==> config.mk <==
export PLATFORM = sky130hd
export DESIGN_NAME = pixel_write_buffer
export DESIGN_NICKNAME = d
export VERILOG_FILES = /design/src/rtl/fb_pkg.sv /design/src/rtl/pixel_fifo.sv /design/src/rtl/pixel_write_buffer.sv
export SDC_FILE = /design/constraint.sdc
export NUM_CORES = 1
export LEC_CHECK = 0
export CORE_ASPECT_RATIO = 0.9
export CORE_MARGIN = 8
export CORE_UTILIZATION = 40
export DETAILED_ROUTE_END_ITERATION = 12
export PLACE_DENSITY = 0.66
export SKIP_CTS_REPAIR_TIMING = 1
export SYNTH_ARGS = -nofsm -noshare
export SYNTH_HDL_FRONTEND = slang
export SYNTH_SLANG_ARGS = --single-unit
==> constraint.sdc <==
create_clock -name clk -period 3.1 [get_ports clk]
set_input_delay 0.31 -clock clk [delete_from_list [all_inputs] [get_ports clk]]
set_output_delay 0.31 -clock clk [all_outputs]
set_load 0.01 [all_outputs]
==> src/rtl/fb_pkg.sv <==
// Shared framebuffer definitions: screen geometry, coordinate and address
// widths, the write-entry record and the linear address helper.
package fb_pkg;

    localparam int X_W    = 10;
    localparam int Y_W    = 9;
    localparam int ADDR_W = 19;

    localparam logic [X_W-1:0] SCREEN_W = 10'd640;
    localparam logic [Y_W-1:0] SCREEN_H = 9'd480;

    // One pending framebuffer write.
    typedef struct packed {
        logic [ADDR_W-1:0] addr;
        logic              color;
    } fb_wr_t;

    // Linear address y*SCREEN_W + x. A 640-wide screen uses two shifts
    // (512 + 128) instead of a multiplier.
    function automatic logic [ADDR_W-1:0] fb_addr(input logic [X_W-1:0] x,
                                                  input logic [Y_W-1:0] y);
        logic [ADDR_W-1:0] x_ext;
        logic [ADDR_W-1:0] y_ext;
        x_ext = ADDR_W'(x);
        y_ext = ADDR_W'(y);
        if (SCREEN_W == 10'd640)
            return (y_ext << 9) + (y_ext << 7) + x_ext;
        else
            return (y_ext * ADDR_W'(SCREEN_W)) + x_ext;
    endfunction

endpackage

==> src/rtl/pixel_fifo.sv <==
// Synchronous FIFO of framebuffer write entries. Pointers carry one extra
// wrap bit so full and empty are distinguished without a counter.
module pixel_fifo
    import fb_pkg::*;
#(
    parameter int DEPTH = 16
) (
    input  logic   clk,
    input  logic   reset,
    input  logic   flush,
    input  logic   push,
    input  fb_wr_t wr_data,
    input  logic   pop,
    output fb_wr_t rd_data,
    output logic   full,
    output logic   empty
);

    localparam int PTR_W = $clog2(DEPTH);

    logic [PTR_W:0] wr_ptr;
    logic [PTR_W:0] rd_ptr;
    fb_wr_t         mem [DEPTH];

    logic do_push;
    logic do_pop;

    assign full    = (wr_ptr[PTR_W] != rd_ptr[PTR_W]) &&
                     (wr_ptr[PTR_W-1:0] == rd_ptr[PTR_W-1:0]);
    assign empty   = (wr_ptr == rd_ptr);
    assign do_push = push && !full && !flush;
    assign do_pop  = pop && !empty && !flush;
    assign rd_data = mem[rd_ptr[PTR_W-1:0]];

    // Storage write.
    // NOTE: the storage array has no reset; empty/full come only from the
    // pointers, so stale contents are never observed and the array can map
    // onto plain RAM.
    always_ff @(posedge clk) begin
        if (do_push)
            mem[wr_ptr[PTR_W-1:0]] <= wr_data;
    end

    // Pointer update; flush discards everything by realigning the pointers.
    // NOTE: state registers use non-blocking assignments so every flop
    // samples the pre-edge values regardless of block ordering.
    always_ff @(posedge clk or posedge reset) begin
        if (reset) begin
            wr_ptr <= '0;
            rd_ptr <= '0;
        end else if (flush) begin
            wr_ptr <= '0;
            rd_ptr <= '0;
        end else begin
            if (do_push)
                wr_ptr <= wr_ptr + 1'b1;
            if (do_pop)
                rd_ptr <= rd_ptr + 1'b1;
        end
    end

endmodule

==> src/rtl/pixel_write_buffer.sv <==
// Pixel stream to framebuffer write port: range check, linear address,
// elastic FIFO and a registered write stage that holds under mem_ready=0.
// Optional macro PIXEL_DEDUP_EN suppresses writes that repeat the last
// issued {addr, color}.
module pixel_write_buffer
    import fb_pkg::*;
#(
    parameter int DEPTH = 16
) (
    input  logic              clk,
    input  logic              reset,
    input  logic              flush,
    input  logic              in_valid,
    output logic              in_ready,
    input  logic [X_W-1:0]    in_x,
    input  logic [Y_W-1:0]    in_y,
    input  logic              in_color,
    output logic              mem_we,
    input  logic              mem_ready,
    output logic [ADDR_W-1:0] mem_addr,
    output logic              mem_data,
    output logic              busy,
    output logic [15:0]       drop_count
);

    logic   full;
    logic   empty;
    logic   in_range;
    logic   accept;
    logic   push;
    logic   pop;
    logic   load;
    logic   dup;
    fb_wr_t wr_in;
    fb_wr_t head;

    assign in_ready = !full;
    assign in_range = (in_x < SCREEN_W) && (in_y < SCREEN_H);
    assign accept   = in_valid && in_ready && !flush;
    assign push     = accept && in_range;
    assign wr_in    = '{addr: fb_addr(in_x, in_y), color: in_color};

    // The head leaves the FIFO whenever the output stage is free or draining
    // this edge; a duplicate head is dropped instead of loaded.
    assign pop  = !flush && !empty && (!mem_we || mem_ready);
    assign load = pop && !dup;
    assign busy = !empty || mem_we;

    pixel_fifo #(
        .DEPTH(DEPTH)
    ) u_fifo (
        .clk    (clk),
        .reset  (reset),
        .flush  (flush),
        .push   (push),
        .wr_data(wr_in),
        .pop    (pop),
        .rd_data(head),
        .full   (full),
        .empty  (empty)
    );

    // Output write stage: load from the head, else retire on mem_ready;
    // address and data only change on a load, so they hold while stalled.
    always_ff @(posedge clk or posedge reset) begin
        if (reset) begin
            mem_we   <= 1'b0;
            mem_addr <= '0;
            mem_data <= 1'b0;
        end else if (flush) begin
            mem_we <= 1'b0;
        end else if (load) begin
            mem_we   <= 1'b1;
            mem_addr <= head.addr;
            mem_data <= head.color;
        end else if (mem_ready) begin
            mem_we <= 1'b0;
        end
    end

    // Saturating count of accepted out-of-range pixels.
    always_ff @(posedge clk or posedge reset) begin
        if (reset)
            drop_count <= '0;
        else if (accept && !in_range && (drop_count != 16'hFFFF))
            drop_count <= drop_count + 16'd1;
    end

`ifdef PIXEL_DEDUP_EN
    logic   last_valid;
    fb_wr_t last_wr;

    assign dup = last_valid && (head == last_wr);

    // Remember the most recently issued write; flush forgets it.
    always_ff @(posedge clk or posedge reset) begin
        if (reset) begin
            last_valid <= 1'b0;
            last_wr    <= '0;
        end else if (flush) begin
            last_valid <= 1'b0;
        end else if (load) begin
            last_valid <= 1'b1;
            last_wr    <= head;
        end
    end
`else
    assign dup = 1'b0;
`endif

endmodule

# Word level (Yosys, flattened, before mapping)
# Memory sizes are Yosys's and may differ from the RTL's. A register that Yosys moved wholly into a read port is not among the register bits.
# Cells that the tools add are included.
dict set report totals {
  n_memories 1
  reg_bits 27
  ramBits 320
}
# memory depth width rd rd_ports_with_merged_regs write_ports line_no
set mem_list {}
lappend mem_list {u_fifo.mem 16 20 1 1 1 pixel_fifo.sv:23} ;# fb_wr_t mem [DEPTH];
dict set report classes {
  n_mux 9
  reduce_logical 24
  n_eq_ne 4
  n_addsub 5
  bitwise_logic 1
  magnitude_cmp 2
}
# operator count
set ops {}
lappend ops {{$mux 5} 4}
lappend ops {{$add 18x16->19} 1}
lappend ops {{$add 19x10->19} 1}
lappend ops {{$add 16x1->16 const B} 1}
lappend ops {{$ne 16x16->1 const B} 1}
lappend ops {{$logic_and 1x1->1} 13}
lappend ops {{$add 5x1->5 const B} 2}
lappend ops {{$lt 10x10->1 const B} 1}
lappend ops {{$lt 9x9->1 const B} 1}
lappend ops {{$eq 5x5->1} 1}
lappend ops {{$logic_not 1->1} 5}
lappend ops {{$mux 1} 5}
lappend ops {{$eq 4x4->1} 1}
lappend ops {{$reduce_bool 2->1} 2}
lappend ops {{$reduce_bool 3->1} 1}
lappend ops {{$logic_or 1x1->1} 2}
lappend ops {{$reduce_and 2->1} 1}
lappend ops {{$ne 1x1->1} 1}
lappend ops {{$not 1->1} 1}

# Logic depth before layout (Yosys ltp)
# Gate-level depths: netlist (run 1).
dict set report depth {
  ltp_word 10
  mapped_depth 9
  mapped_depth_nobuf 9
}

# Cells and area by module
# Synthesis (run 1) repeated with hierarchy kept, for this count alone.
dict set report hier_totals {
  cells_unflattened 822
  area_unflattened_um2 15237.1
}
# mod cells_per_inst area_each_um2 instances
set modules_own_cells {}
lappend modules_own_cells {pixel_fifo 629 13032.5 1}
lappend modules_own_cells {pixel_write_buffer 193 2204.6 1}

# Worst setup path before layout (run 1)
# OpenSTA, ideal clock, no wires.
dict set report synth_timing {
  path_type {reg-to-reg}
  start {reg u_fifo.rd_ptr[2]}
  end {mem u_fifo.mem[3][0] (netlist bit) (enable)}
  n_path_buf 2
  setup_time_ns 0.422
  arrival_ns 2.685
  path_stages_with_launch 7
  slack_ns -0.007
  cell_sequence {dfrtp_1 -> buf_4 -> xnor2_1 -> and4_4 -> buf_6 -> a211o_1 -> nor3_1}
}
dict set report synth_via {
  elab_chain_len 10
}
# element line_no
set synth_rtl {}
lappend synth_rtl {{from (decl)} pixel_fifo.sv:22} ;# logic [PTR_W:0] rd_ptr;
lappend synth_rtl {{from (signal assigned)} pixel_fifo.sv:58} ;# rd_ptr <= rd_ptr + 1'b1;
lappend synth_rtl {{$eq 4x4->1 *} pixel_fifo.sv:29} ;# (wr_ptr[PTR_W-1:0] == rd_ptr[PTR_W-1:0]);
lappend synth_rtl {{$logic_and 1x1->1 *} pixel_fifo.sv:28} ;# assign full = (wr_ptr[PTR_W] != rd_ptr[PTR_W]) &&
lappend synth_rtl {{$logic_not 1->1 *} {pixel_fifo.sv:31, pixel_write_buffer.sv:37}}
lappend synth_rtl {{$logic_and 1x1->1 (2 in a row)} pixel_write_buffer.sv:39} ;# assign accept = in_valid && in_ready && !flush;
lappend synth_rtl {{$logic_and 1x1->1} pixel_write_buffer.sv:40} ;# assign push = accept && in_range;
lappend synth_rtl {{$logic_and 1x1->1 * (2 in a row)} pixel_fifo.sv:31} ;# assign do_push = push && !full && !flush;
lappend synth_rtl {{$mux 1 *} pixel_fifo.sv:40} ;# if (do_push)
lappend synth_rtl {{$mux 1 (implied by the code) *} pixel_fifo.sv:41} ;# mem[wr_ptr[PTR_W-1:0]] <= wr_data;
lappend synth_rtl {{to (decl)} pixel_fifo.sv:23}
# Mark *: on every way between the ends. The rest lies on a longest branch, timed or not.

# Worst setup path in the final report (run 1)
dict set report layout_timing {
  start {reg u_fifo.wr_ptr[2]}
  end {out in_ready}
}
dict set report layout_via {
  elab_chain_len 3
}
# element line_no
set layout_rtl {}
lappend layout_rtl {{from (decl)} pixel_fifo.sv:21} ;# logic [PTR_W:0] wr_ptr;
lappend layout_rtl {{from (signal assigned)} pixel_fifo.sv:56} ;# wr_ptr <= wr_ptr + 1'b1;
lappend layout_rtl {{$eq 4x4->1} pixel_fifo.sv:29}
lappend layout_rtl {{$logic_and 1x1->1} pixel_fifo.sv:28}
lappend layout_rtl {{$logic_not 1->1} pixel_write_buffer.sv:37} ;# assign in_ready = !full;
lappend layout_rtl {{to (decl)} pixel_write_buffer.sv:14} ;# output logic in_ready,
# No other way between the ends.

==> results of run 1 <==
registers in the layout (all words and copies together), names as in the netlist:
register	count
u_fifo.mem	320
mem_data	1
drop_count	16
u_fifo.wr_ptr	5
mem_addr	19
u_fifo.rd_ptr	5
mem_we	1
cell usage after synthesis, drive strengths merged, types with 3 or more instances:
master / count
edfxtp: 320
mux4: 80
dfrtp: 47
nor2: 39
nand2: 34
a21oi: 27
o21ai: 24
ha: 23
mux2i: 23
mux2: 22
buf: 19
clkbuf: 19
xor2: 19
inv: 15
xnor2: 15
and3: 14
nand4: 9
nor2b: 8
nor3: 6
nor4: 6
a211oi: 4
nand2b: 3
nand3: 3
nor4b: 3
kinds of logic (layout without fill, tap and decap cells):
family | count (synthesis) | count (layout) | synth area share [%]
AO/OA/AOI/OAI | 66 | 66 | 2.53
XOR/XNOR | 34 | 34 | 1.99
AND/OR/NAND/NOR | 135 | 135 | 4.53
flip-flops | 367 | 367 | 72.0
buffers and inverters | 53 | 201 | 1.55
adder cells (fa/ha/maj) | 25 | 25 | 2.19
multiplexers | 125 | 125 | 15.2
critical path: stages, from the launching register on:
cell             delay (ns)
dfrtp_1                0.50
xnor2_1                0.27
nand4_1                0.25
nor2_1                 0.43
inv_1                  0.07
clkdlybuf4s50_1        0.49
worst max path at each step:
stage	endpoint	slack (ns)
after global routing	in_ready	0.0008
after floorplan	u_fifo.mem[15][0]	0.03
after detailed placement	u_fifo.mem[15][17]	-0.47
final	in_ready	0.25
after CTS	u_fifo.mem[0][17]	0.09
after global placement	u_fifo.mem[13][17]	-0.41
final cells by class:
cell class	count	area (µm²)
clock inverters	22	213
multi-input cells	385	4030
fillers	3109	19100
flip-flops and latches	367	10800
well taps	483	604
repair buffers	119	1250
inverters	15	56.3
clock buffers	45	977
per-layer routing:
metal	routed length, µm	global-route usage (%)	part of all wire, %
met4	589	3.83	1.9
met5	0	0	0
met1	14700	21.0	46
met2	14800	23.1	47
met3	1640	2.51	5.2
power breakdown:
part	internal [mW]	leakage (nW)	switching [mW]
registers	5.73	3.49	0.151
logic	1.31	1.98	1.31
clock network	2.52	0.579	1.82
metrics by stage:
step	setup WS, ns	instances	power, mW
floorplan	0.0321	805	7.66
CTS	0.0884	1436	13.0
detailed placement	-0.467	1369	8.65
global route	0.000850	1436	13.4
global placement	-0.413	1369	8.62
finish	0.247	1436	12.8
==> summary.txt, run 1 <==
Outcome
  – Outcome: completed

STA
  – Max Clock Freq: 0.350 GHz
  – Final Max Slew Viols: 0
  – # setup viols final: 0
  – Tmin final: 2.85 ns
  – Setup TNS: 0 ns
  – Fin. Hold Viols: 0
  – Clock Skew: 0.0197 ns
  – Final hold slack: 0.115 ns
  – Slew HR: 32.5%
  – Worst-Margin Slew: 1.00 ns
  – Period utilization: 92.0%
  – RSZ-0062 raised after global routing: no

Setup path
  – R2R depth: 5
  – Kind of critical path: reg -> out
  – Crit start category: register
  – Worst r2r dst: mem_addr[15]
  – WP data required: 2.79 ns
  – FF-to-FF setup slack: 0.78 ns
  – R2R Path Start: u_fifo.rd_ptr[0]
  – Max FO, Critical Path: 8
  – CP Capture Type: output port
  – WP data arrival: 2.54 ns
  – CP Launch Point: u_fifo.wr_ptr[2]

Synth
  – Post-Syn Instances: 805
  – EDFF count, synth: 320
  – Main synth FF type: edfxtp_1
  – Synthesis warning total: 0
  – Synth area leaders: edfxtp_1 64%, mux4_2 12%, dfrtp_1 7.9%
  – Synth Register Bits: 367
  – Synth Area per Inst: 18.6 µm²
  – Post-synth net total: 855
  – Synth unique cells: 48
  – Cell taking the most area after synthesis: edfxtp_1
  – FFs w/ async S/R, synth: 12.8%
  – Synth top area share: 64.1%
  – Post-synthesis cell area: 15,000 µm²
  – Seq/Total Area, Yosys: 72.0%

Finish
  – Commonest non-fill, non-tap cells in the layout: 320 x edfxtp_1, 80 x mux4_2, 63 x clkdlybuf4s50_1
  – Final core occ: 48.4%
  – Share of layout cells above drive strength 1: 24.0%
  – Final-stage net count: 975
  – Commonest non-fill, non-tap cell in the layout: edfxtp_1
  – Design Area, Final: 17,900 µm²
  – Area Growth Syn to Fin: 19.6%
  – # diodes: 0

Min path
  – Hold Crit Class: in -> async

Detailed routing
  – Wirelength, routed: 31.8 mm
  – Vias/cell: 5.36
  – Routed Antenna Nets: 0
  – WL/cell: 22.1 µm
  – Pre-antenna DRT Iters: 5
  – DRC: 0
  – Vias post-DR: 7,701
  – DRT iter0 DRCs: 573

Die
  – Top Ports: 64
  – Initial Util: 40.4%
  – Die Area: 43,900 µm²
  – Die Y: 200 µm
  – Num rows: 67
  – Die Wd: 220 µm
  – Core area: 37,100 µm²

Power
  – VDD IR max: 0.325 mV
  – Pwr Density: 716 nW/µm²
  – Leakage Power: 6.05 nW

Clock network
  – H-Tree Depth: 2
  – Clk root buf: clkbuf_16
  – CTS Buf Count: 37
  – CTS tree: yes
  – Clock Latency Late Sink: 0.53 ns
  – CTS Buffer Depth: 3
  – Clock slew at the register clock pins of the worst setup and hold paths: 0.06 ns
  – Clock Sinks: 367

Global routing
  – Total gr overflow: 0
  – Antenna violations before repair: 0
  – All-Layer GR Usage: 14.7%
  – Largest net degree at the start of global routing: 53
  – Vias in the first global route: 7,984
  – First-pass GRT wire length: 48.6 mm

Place
  – Port bufs: 63
  – Routability cong.: 0.770
  – HPWL Detailed: 19.3 mm
  – DP Area: 16,700 µm²

Run
  – Max-cap check violation count: 0
No activity file was read; power rests on OpenSTA's default activity.
==> run 2: changes to the inputs <==
- ABC_AREA: not set -> 1
- PLACE_DENSITY: 0.66 -> 0.63
- clock period: 3.1 -> 2.9 ns (I/O delays scaled with it)
==> summary.txt, run 2 <==
Detailed routing
  – WL/cell: 18.1 µm
  – Vias/cell: 5.04
  – Wirelength, routed: 39.0 mm
  – DRT iter0 DRCs: 1,002
  – Pre-antenna DRT Iters: 5
  – Routed Antenna Nets: 0
  – Vias post-DR: 10,900
  – DRC: 0

Finish
  – Share of layout cells above drive strength 1: 10.4%
  – Commonest non-fill, non-tap cell in the layout: nand2_1
  – Area Growth Syn to Fin: 18.3%
  – Max reg flops: 320
  – # fillers: 3,652
  – Commonest non-fill, non-tap cells in the layout: 479 x nand2_1, 320 x edfxtp_1, 175 x nor2_1
  – # diodes: 0
  – Final-stage net count: 1,649

Setup path
  – Max FO, Critical Path: 11
  – FF-to-FF setup slack: 0.47 ns
  – Kind of critical path: reg -> out
  – WP data required: 2.61 ns
  – CP Capture Type: output port
  – R2R depth: 9
  – Worst r2r dst: mem_addr[3]
  – WP data arrival: 2.41 ns
  – Crit start category: register
  – R2R Path Start: u_fifo.rd_ptr[1]

Synth
  – Synth top area share: 59.9%
  – FFs w/ async S/R, synth: 12.8%
  – Synth Register Bits: 367
  – Main synth FF type: edfxtp_1
  – Post-Syn Instances: 1,510
  – Seq/Total Area, Yosys: 67.2%
  – Synth Area per Inst: 10.6 µm²
  – EDFF count, synth: 320
  – Most common cell in the netlist: nand2_1
  – Commonest cells in the netlist: 479 x nand2_1, 320 x edfxtp_1, 177 x nor2_1, 115 x o21ai_0, 84 x nand3_1
  – Synth unique cells: 37
  – Synthesis warning total: 0
  – Cell taking the most area after synthesis: edfxtp_1
  – Post-synthesis cell area: 16,000 µm²
  – Synth area leaders: edfxtp_1 60%, nand2_1 11%, dfrtp_1 7.3%
  – Post-synth net total: 1,560

STA
  – Slew HR: 25.8%
  – RSZ-0062 raised after global routing: no
  – Setup TNS: 0 ns
  – # setup viols final: 0
  – Period utilization: 93.2%
  – Worst-Margin Slew: 1.11 ns
  – Max Clock Freq: 0.370 GHz
  – Tmin final: 2.70 ns
  – Fin. Hold Viols: 0
  – Final Max Slew Viols: 0
  – Clock Skew: 0.0110 ns

Global routing
  – All-Layer GR Usage: 16.7%
  – Total gr overflow: 0
  – Largest net degree at the start of global routing: 165
  – Antenna violations before repair: 0
  – First-pass GRT wire length: 60.6 mm
  – Vias in the first global route: 10,700

Place
  – Port bufs: 63
  – HPWL Detailed: 22.0 mm
  – Routability cong.: 0.826

Clock network
  – Clk root buf: clkbuf_16
  – CTS tree: yes
  – CTS Buffer Depth: 3
  – CTS Buf Count: 38
  – H-Tree Depth: 2
  – Clock Sinks: 367
  – Clock slew at the register clock pins of the worst setup and hold paths: 0.06 ns
  – Clock Latency Late Sink: 0.53 ns

Die
  – Initial Util: 40.6%
  – Core area: 39,500 µm²
  – Die Wd: 227 µm
  – Num rows: 69
  – Die Area: 46,800 µm²
  – Die Y: 206 µm
  – Top Ports: 64

Outcome
  – Outcome: completed

Power
  – Leakage Power: 7.34 nW
  – VDD IR max: 0.667 mV
  – Pwr Density: 813 nW/µm²
  – Overall Power: 15.4 mW

Min path
  – Hold Crit Class: in -> async

Run
  – Max-cap check violation count: 0
## run 2: cell types whose count changed in the layout (fill, tap and decap cells not counted), moves of 19 or more
cell,change
o21ai_1,+34
o21ai_0,+92
nand2_1,+445
nor2_1,+136
inv_1,+45
mux2i_1,-23
mux2_2,-22
mux4_2,-80
a21oi_1,-19
nand3_1,+81
## run 2: cells by family (layout without fill, tap and decap cells)
family / Yosys count / after routing / synth area share [%]
xor+xnor: 27 / 27 / 1.47
compound gates: 161 / 161 / 5.07
fa+ha+maj: 25 / 25 / 2.04
flops: 367 / 367 / 67.2
buf+inv: 139 / 257 / 3.93
simple gates: 791 / 791 / 20.3
## run 2: where the power goes
group	switching, mW	internal (mW)
Clock	2.01	3.11
Combinational	2.67	1.35
Sequential	0.169	6.12
## run 2: critical path: stages (launching register included)
cell	delay [ns]
dfrtp_1	0.45
inv_2	0.17
nand2_1	0.09
nand2_1	0.06
nor2_2	0.19
nand3b_2	0.15
or2_2	0.30
clkdlybuf4s50_1	0.49
## run 2: through the flow
step                      hold slack [ns]  utilization (%)  instance area [µm²]  cells  setup WS (ns)
after detailed placement            0.466             44.6                17600   2091         -0.524
after CTS                           0.114             48.0                19000   2160         0.0268
after global routing                0.141             48.0                19000   2160         0.0288
after floorplan                     0.389                -                16100   1510        -0.0921
final                               0.116             48.0                19000   2160          0.198
after global placement              0.463             44.6                17600   2091         -0.466
## run 2: layout make-up
class	count	area, µm²	area share, %
clock buffer	44	1000	5.29
clock inverter	25	308	1.62
timing repair buffer	123	1190	6.29
inverter	65	246	1.30
multi-input combinational	1004	4760	25.1
sequential	367	10800	56.9
tap	532	666	3.51
## run 2: metal layers
| metal | routed length [µm] | vias up | global-route usage [%] |
|---|---|---|---|
| li1 | - | 5264 | - |
| met1 | 18200 | 5267 | 23.7 |
| met2 | 17900 | 306 | 26.4 |
| met3 | 2270 | 52 | 2.58 |
| met4 | 724 | 0 | 4.65 |
| met5 | 0 | - | 0 |
## run 2: worst max-delay path by stage
stage                     start                end  depth (start not counted)
3_5_place_dp            in_y[0]  u_fifo.mem[8][15]                          7
5_1_grt        u_fifo.rd_ptr[3]               busy                          7
4_1_cts                 in_y[0]  u_fifo.mem[4][15]                          7
3_3_place_gp            in_y[0]  u_fifo.mem[8][15]                          7
6_report       u_fifo.rd_ptr[3]               busy                          7
2_1_floorplan  u_fifo.wr_ptr[2]   u_fifo.mem[4][0]                          9
==> run 3: changes to the inputs <==
- CORE_UTILIZATION: 40 -> 60
- PLACE_DENSITY: 0.63 -> 0.86
- SETUP_SLACK_MARGIN: not set -> 0.2
==> summary.txt, run 3 (synthesized netlist as in run 2, its figures left out) <==
Place
  – Port bufs: 63
  – Dpl cells: 1,900
  – HPWL Detailed: 23.5 mm
  – Routability cong.: 0.868
  – DP Area: 17,300 µm²
  – Post-place setup slack: -0.378 ns

Finish
  – Commonest non-fill, non-tap cell in the layout: nand2_1
  – Max reg flops: 320
  – # diodes: 0
  – Area Growth Syn to Fin: 14.9%
  – Final core occ: 70.4%
  – Commonest non-fill, non-tap cells in the layout: 479 x nand2_1, 320 x edfxtp_1, 176 x nor2_1
  – Layout Cells excl Fill: 1,966
  – Final-stage net count: 1,643
  – # fillers: 1,683
  – Design Area, Final: 18,400 µm²
  – Share of layout cells above drive strength 1: 9.64%

Setup path
  – Crit start category: register
  – R2R depth: 9
  – WP data required: 3.10 ns
  – Max FO, Critical Path: 14
  – WP data arrival: 2.88 ns
  – FF-to-FF setup slack: 0.22 ns
  – CP Capture Type: register
  – Worst r2r dst: u_fifo.mem[6][0]
  – Kind of critical path: reg -> reg
  – R2R Path Start: u_fifo.wr_ptr[2]

STA
  – Setup TNS: 0 ns
  – PnR worst setup slack: 0.224 ns
  – Final hold slack: 0.184 ns
  – Period utilization: 92.3%
  – Final Max Slew Viols: 0
  – Clock Skew: 0.0195 ns
  – Worst-Margin Slew: 1.18 ns
  – Fin. Hold Viols: 0
  – RSZ-0062 raised after global routing: no
  – # setup viols final: 0
  – Slew HR: 21.5%
  – Max Clock Freq: 0.374 GHz
  – Tmin final: 2.68 ns

Die
  – Core area: 26,200 µm²
  – Die Area: 32,200 µm²
  – Die Y: 171 µm
  – Top Ports: 64
  – Initial Util: 61.2%
  – Num rows: 56
  – Die Wd: 188 µm

Clock network
  – Clock Latency Late Sink: 0.53 ns
  – Clock slew at the register clock pins of the worst setup and hold paths: 0.06 ns
  – CTS Buf Count: 36
  – Clk root buf: clkbuf_16
  – Clock Sinks: 367
  – CTS tree: yes
  – CTS Buffer Depth: 3
  – H-Tree Depth: 2

Detailed routing
  – DRT iter0 DRCs: 1,623
  – WL/cell: 20.7 µm
  – Routed Antenna Nets: 0
  – DRC: 0
  – Vias post-DR: 11,700
  – Wirelength, routed: 40.8 mm
  – Vias/cell: 5.98
  – Pre-antenna DRT Iters: 6

Global routing
  – First-pass GRT wire length: 63.1 mm
  – Largest net degree at the start of global routing: 161
  – All-Layer GR Usage: 25.0%
  – Vias in the first global route: 11,900
  – Antenna violations before repair: 0
  – Total gr overflow: 0

Power
  – Overall Power: 14.9 mW
  – VDD IR max: 0.616 mV
  – Pwr Density: 806 nW/µm²
  – Leakage Power: 7.22 nW

Min path
  – Hold Crit Class: in -> async

Run
  – Max-cap check violation count: 0

Outcome
  – Outcome: completed
-- run 3: worst max-delay path, cell delays in order (launching register included) --
cell	delay, ns
dfrtp_2	0.48
inv_1	0.14
nand2_1	0.07
nand2_1	0.10
nor2_2	0.08
nand3_4	0.06
nand3_2	0.09
buf_12	0.18
nor3_2	0.75
buf_4	0.40
-- run 3: layout make-up --
cell class,instances,area [µm²],share of cell area (%)
clock inverters,14,118,0.638
inverters,65,246,1.34
well taps,348,435,2.36
flip-flops and latches,367,10800,58.5
repair buffers,119,1100,5.97
clock buffers,49,981,5.32
multi-input cells,1004,4760,25.8
-- run 3: worst max path at each step --
stage	start	to	slack, ns	depth (start not counted)
global placement	in_x[9]	u_fifo.mem[9][12]	-0.22	8
finish	u_fifo.wr_ptr[2]	u_fifo.mem[6][0]	0.22	9
floorplan	u_fifo.wr_ptr[2]	u_fifo.mem[4][0]	-0.09	9
CTS	in_x[9]	u_fifo.mem[2][12]	0.12	8
detailed placement	in_x[9]	u_fifo.mem[11][12]	-0.38	8
global route	u_fifo.wr_ptr[2]	busy	0.19	7
-- run 3: power by group --
| group | switching [mW] | internal [mW] |
|---|---|---|
| clock network | 1.91 | 2.55 |
| logic | 2.78 | 1.35 |
| registers | 0.149 | 6.12 |
| total | 4.84 | 10.0 |
-- run 3: layer usage --
metal / vias up / GRT usage, % / routed length [µm]
met1: 5574 / 31.1 / 14700
li1: 5230 / - / -
met2: 785 / 41.9 / 19800
met4: 0 / 12.2 / 1690
met3: 160 / 5.05 / 4610
met5: - / 0 / 0
